<file path="config.mk">
export PLATFORM = sky130hd
export DESIGN_NAME = simple_spi_slave
export DESIGN_NICKNAME = d
export VERILOG_FILES = /design/src/rtl/simple_spi_slave.sv
export SDC_FILE = /design/constraint.sdc
export NUM_CORES = 1
export LEC_CHECK = 0
export CORE_ASPECT_RATIO = 1.75
export CORE_MARGIN = 3
export CORE_UTILIZATION = 60
export CTS_BUF_LIST = sky130_fd_sc_hd__clkbuf_4
export DETAILED_ROUTE_END_ITERATION = 10
export DONT_BUFFER_PORTS = 1
export PLACE_DENSITY = 0.82
export SLEW_MARGIN = 20
export SYNTH_ARGS = -nofsm -noshare
export SYNTH_HDL_FRONTEND = slang
export SYNTH_SLANG_ARGS = --single-unit
</file>
<file path="constraint.sdc">
create_clock -name CLK_40 -period 2.3 [get_ports CLK_40]
set_input_delay 0.345 -clock CLK_40 [delete_from_list [all_inputs] [get_ports CLK_40]]
set_output_delay 0.345 -clock CLK_40 [all_outputs]
set_load 0.05 [all_outputs]
</file>
<file path="src/rtl/simple_spi_slave.sv">
// SPI mode-0 slave: synchronizes sck/cs/mosi into CLK_40, shifts bytes in and out MSB first.
// Optional macro SPI_MISO_TRISTATE_EN: miso floats while synchronized cs is high.
module simple_spi_slave #(
  parameter int DATA_W = 8
) (
  input  logic              CLK_40,
  input  logic              reset,
  input  logic              sck,
  input  logic              cs,
  input  logic              mosi,
  output logic              miso,
  output logic [DATA_W-1:0] rx_data,
  output logic              rx_data_strobe,
  input  logic [DATA_W-1:0] tx_data,
  input  logic              tx_data_strobe,
  output logic              rx_start,
  output logic              rx_end_strobe
);

  localparam int CNT_W = $clog2(DATA_W);
  localparam logic [CNT_W-1:0] LAST_BIT = CNT_W'(DATA_W - 1);

  typedef enum logic [1:0] {
    ST_SETTLE,
    ST_IDLE,
    ST_XFER
  } state_t;

  state_t state, state_nxt;
  logic [1:0] settle_cnt;

  logic sck_p0, sck_p1, sck_p2;
  logic cs_p0, cs_p1, cs_p2;
  logic mosi_p0, mosi_p1, mosi_p2;

  logic [CNT_W-1:0]  bit_cnt;
  logic [DATA_W-2:0] rx_shift;
  logic [DATA_W-1:0] rx_next;
  logic [DATA_W-1:0] tx_hold;
  logic [DATA_W-1:0] tx_shift;
  logic [DATA_W-1:0] tx_next;

  logic sck_rise, sck_fall, cs_fall, cs_rise;
  logic load_frame, end_frame, sck_en;

  function automatic logic [DATA_W-1:0] shift_in(input logic [DATA_W-2:0] acc, input logic b);
    return {acc, b};
  endfunction

  function automatic logic [CNT_W-1:0] bit_inc(input logic [CNT_W-1:0] cnt);
    return (cnt == LAST_BIT) ? '0 : cnt + CNT_W'(1);
  endfunction

  // Stage p0/p1: two-flop synchronizers; p2: history flop for edge detection
  always_ff @(posedge CLK_40 or negedge reset) begin
    if (!reset) begin
      {sck_p0, sck_p1, sck_p2}    <= 3'b000;
      {cs_p0, cs_p1, cs_p2}       <= 3'b111;
      {mosi_p0, mosi_p1, mosi_p2} <= 3'b000;
    end else begin
      {sck_p0, sck_p1, sck_p2}    <= {sck, sck_p0, sck_p1};
      {cs_p0, cs_p1, cs_p2}       <= {cs, cs_p0, cs_p1};
      {mosi_p0, mosi_p1, mosi_p2} <= {mosi, mosi_p0, mosi_p1};
    end
  end

  assign sck_rise = sck_p1 & ~sck_p2;
  assign sck_fall = ~sck_p1 & sck_p2;
  assign cs_fall  = ~cs_p1 & cs_p2;
  assign cs_rise  = cs_p1 & ~cs_p2;

  // mosi_p2 was captured alongside the pre-edge sck sample, so it is settled at the rising edge
  assign rx_next = shift_in(rx_shift, mosi_p2);
  assign tx_next = tx_data_strobe ? tx_data : tx_hold;

  always_ff @(posedge CLK_40 or negedge reset) begin
    if (!reset) begin
      state      <= ST_SETTLE;
      settle_cnt <= 2'd0;
    end else begin
      state <= state_nxt;
      if (settle_cnt != 2'd3) settle_cnt <= settle_cnt + 2'd1;
    end
  end

  // After reset the chain must hold real pin samples and show cs idle before a frame may start
  always_comb begin
    state_nxt  = state;
    load_frame = 1'b0;
    end_frame  = 1'b0;
    sck_en     = 1'b0;
    case (state)
      ST_SETTLE: if (settle_cnt == 2'd3 && cs_p1 && cs_p2) state_nxt = ST_IDLE;
      ST_IDLE: begin
        if (cs_fall) begin
          load_frame = 1'b1;
          state_nxt  = ST_XFER;
        end
      end
      ST_XFER: begin
        if (cs_rise) begin
          end_frame = 1'b1;
          state_nxt = ST_IDLE;
        end else begin
          sck_en = ~cs_p1;
        end
      end
      default: state_nxt = ST_SETTLE;
    endcase
  end

  // Stage p3: shift registers, bit counter and output strobes
  always_ff @(posedge CLK_40 or negedge reset) begin
    if (!reset) begin
      bit_cnt        <= '0;
      rx_shift       <= '0;
      rx_data        <= '0;
      rx_data_strobe <= 1'b0;
      rx_start       <= 1'b0;
      rx_end_strobe  <= 1'b0;
      tx_hold        <= '0;
      tx_shift       <= '0;
    end else begin
      rx_start       <= load_frame;
      rx_end_strobe  <= end_frame;
      rx_data_strobe <= 1'b0;
      if (tx_data_strobe) tx_hold <= tx_data;
      if (load_frame) begin
        bit_cnt  <= '0;
        tx_shift <= tx_next;
      end else if (end_frame) begin
        bit_cnt <= '0;
      end else if (sck_en) begin
        if (sck_rise) begin
          rx_shift <= rx_next[DATA_W-2:0];
          bit_cnt  <= bit_inc(bit_cnt);
          if (bit_cnt == LAST_BIT) begin
            rx_data        <= rx_next;
            rx_data_strobe <= 1'b1;
          end
        end else if (sck_fall) begin
          // counter wrapped to zero means the byte just finished: stream the next one
          if (bit_cnt == '0) tx_shift <= tx_next;
          else               tx_shift <= {tx_shift[DATA_W-2:0], 1'b0};
        end
      end
    end
  end

`ifdef SPI_MISO_TRISTATE_EN
  assign miso = cs_p1 ? 1'bz : tx_shift[DATA_W-1];
`else
  assign miso = tx_shift[DATA_W-1];
`endif

endmodule

</file>
==> results.py <==
metrics = {
    "drt": {
        "drtAntennaViolNets": 0,
        "vias_per_cell": 5.33,
        "initialDrtViolationCount": 16,
        "wl_per_cell_um": 15.0,
        "firstDrtPassIters": 4,
        "routed_wl_um": 3020,
        "drc": 0,
        "via_count": 1071,
    },
    "cells_and_area": {
        "regArea_um2": 1250,
        "diodes": 0,
        "fin_nets": 176,
        "post-route-util_pct": 68.7,
        "post-route-cell-area_um2": 2180,
        "n_fill_cell": 246,
        "drive_gt1_share_pct": 24.1,
        "area_growth_pct": 8.05,
        "multiInputGateArea_um2": 729,
    },
    "flow_run": {
        "cap_violations": 0,
    },
    "synth": {
        "ys_warn_count": 0,
        "synthDistinctLibCells": 31,
        "synth_area_um2": 2020,
        "synth_edf_count": 0,
        "yosysTopAreaCell": "dfrtp_1",
        "syn_area_per_cell_um2": 13.6,
        "synth_top_area_share_pct": 58.2,
        "synthArstFlopShare_pct": 100,
        "synth_seq_cells": 50,
        "synth_seq_area_share_pct": 62.1,
        "synth_area_leaders": "dfrtp_1 (58%), mux2_4 (5.9%), mux2_2 (5.6%)",
        "ys.flop_type": "dfrtp_1",
        "syn-instance-count": 148,
        "syn_nets": 167,
    },
    "floorplan": {
        "dieHeight_um": 82.7,
        "rows": 27,
        "design.die.area_um2": 4130,
        "io_pins": 26,
        "core-area_um2": 3180,
        "die_w_um": 49.9,
        "start_util_pct": 63.6,
    },
    "clock_tree": {
        "numCtsBuffers": 5,
        "cts_sinks": 50,
        "cts-root-buf": "clkbuf_4",
        "clk_latency_ns": 0.37,
        "cts_resized": 0,
        "ctsLongestPathBuffers": 2,
        "post-cts-setup-buffers": 0,
        "htreeDepth": 2,
        "cts_tree": "built",
        "clk_pin_slew_worst_paths_ns": 0.15,
    },
    "timing": {
        "timing.fmax_ghz": 0.628,
        "fin_tns_setup_ns": 0,
        "finalCriticalPeriod_ns": 1.59,
        "slew_headroom_pct": 66.4,
        "skew_ns": 0.0126,
        "hold_viol_final": 0,
        "rsz0062_at_grt": "false",
        "drv_slew": 0,
        "finalWorstSetupSlack_ns": 0.708,
        "min_period_over_period_pct": 69.2,
        "tightest_slew_ns": 0.504,
        "setup_viol": 0,
    },
    "power_and_ir_drop": {
        "clock_power_share_pct": 23.5,
        "p_per_area_nw_per_um2": 785,
        "p_sw_share_pct": 29.1,
        "leakagePower_nw": 1.05,
        "vdd_ir_drop_max_v": 0.000465,
        "p_total_mw": 1.71,
        "power.internal_mw": 1.21,
        "seqPwrFrac_pct": 64.3,
        "p_switching_uw": 498,
        "comb_power_share_pct": 12.2,
    },
    "setup_path": {
        "crit_path_top_delay_cell": "dfstp_2",
        "cp.required_ns": 2.56,
        "crit_arrival_ns": 1.85,
        "critical_path.top_delay_family": "flip-flops",
        "cp_max_fo": 7,
        "endpoint_kind": "flop",
        "critPathKind": "reg2reg",
        "crit_buf_inv": 0,
        "cpPeakStageDelay_ns": 0.60,
        "startpoint_type": "flop",
        "path_cells": "and4bb_2, nor2_4, mux2i_1, o21ai_0",
    },
    "global_route": {
        "grt_pass1_wl_um": 5060,
        "grt_use_total_pct": 16.9,
        "grt_max_degree": 51,
        "overflow": 0,
        "antenna_found_initial": 0,
        "grt_pass1_vias": 1125,
    },
    "hold_path": {
        "min_path_type": "in2reg",
    },
    "placement": {
        "placed_cell_area_um2": 2050,
        "dp_slack_ns": 0.709,
        "gp_congestion": 0.728,
        "hpwl_um": 2230,
        "port_buffers": 0,
    },
    "status": {
        "status": "completed",
    },
}
==> cells by family (layout without fill, tap and decap cells) <==
| logic type | after synthesis | in the layout | synth area share (%) |
|---|---|---|---|
| compound gates | 16 | 16 | 4.83 |
| xor+xnor | 1 | 1 | 0.434 |
| fa+ha+maj | 5 | 5 | 3.10 |
| buf+inv | 7 | 17 | 1.73 |
| flops | 50 | 50 | 62.1 |
| mux | 25 | 25 | 15.0 |
| simple gates | 44 | 44 | 12.8 |
==> synthesized netlist by cell type, types with 2 or more instances <==
master / count
ha_1: 5
a21oi_1: 2
nor2_4: 2
a22o_1: 2
dfrtp_1: 47
mux2i_1: 7
dfstp_2: 3
nand2_1: 29
inv_1: 4
o21ai_0: 9
mux2_2: 10
mux2_4: 8
nor2_1: 2
==> cells in the final DEF (no fill, tap or decap), drive strengths merged, types with 2 or more instances in the layout <==
master        n
nor2          5
dfstp         3
ha            5
clkbuf        5
o21ai         9
a22o          2
dlygate4sd3   4
a21oi         2
mux2         18
clkinvlp      2
dfrtp        47
mux2i         7
inv           5
nand2        30
==> path summary, 6_finish.rpt <==
check                                start           to  slack, ns  cells after the start
worst max-delay path                 cs_p1  tx_shift[7]       0.71                      4
worst min-delay path            tx_data[5]   tx_hold[5]       0.13                      1
worst max register to register       cs_p1  tx_shift[7]       0.71                      4
worst min register to register       cs_p0        cs_p1       0.37                      0
max in group asynchronous            reset        cs_p2       1.57                      2
min in group asynchronous            reset   bit_cnt[2]       0.47                      2
==> power groups by stage <==
stage | sequential, mW | combinational, mW | clock [mW]
2_1_floorplan | 1.10 | 0.159 | 0
3_3_place_gp | 1.11 | 0.173 | 0
3_5_place_dp | 1.12 | 0.186 | 0
4_1_cts | 1.10 | 0.214 | 0.425
5_1_grt | 1.11 | 0.245 | 0.456
6_report | 1.10 | 0.208 | 0.403
==> final cells by class <==
cell class | count | share of cell area [%]
Timing Repair Buffer | 5 | 3.10
Multi-Input combinational cell | 91 | 33.4
Tap cell | 43 | 2.47
Clock inverter | 3 | 1.09
Clock buffer | 5 | 1.72
Inverter | 4 | 0.688
Sequential cell | 50 | 57.5
==> state kept, by name, summed over array words and instances, names as in the netlist, 2 cells and up <==
register,cells
state,2
tx_hold,8
rx_shift,7
rx_data,8
bit_cnt,3
settle_cnt,2
tx_shift,8
==> stage by stage <==
step,instances,hold WS (ns)
floorplan,148,0.0494
global placement,188,0.0504
detailed placement,188,0.0506
CTS,201,0.107
global route,201,0.107
finish,201,0.133
==> what timing repair did <==
item | CTS | global route
hold buffers | 5 | 0
endpoints found under the hold margin | 53 | 0
setup endpoints to repair | 0 | 0
==> metal layers <==
metal  GRT usage (%)  share of wire [%]  vias to the layer above
met5               0                  0                        -
met4            9.14                2.3                        0
met3            5.03                4.3                        6
met2            30.5                 54                       21
met1            17.5                 40                      530
li1                -                  -                      514
No activity file was read; power rests on OpenSTA's default activity.
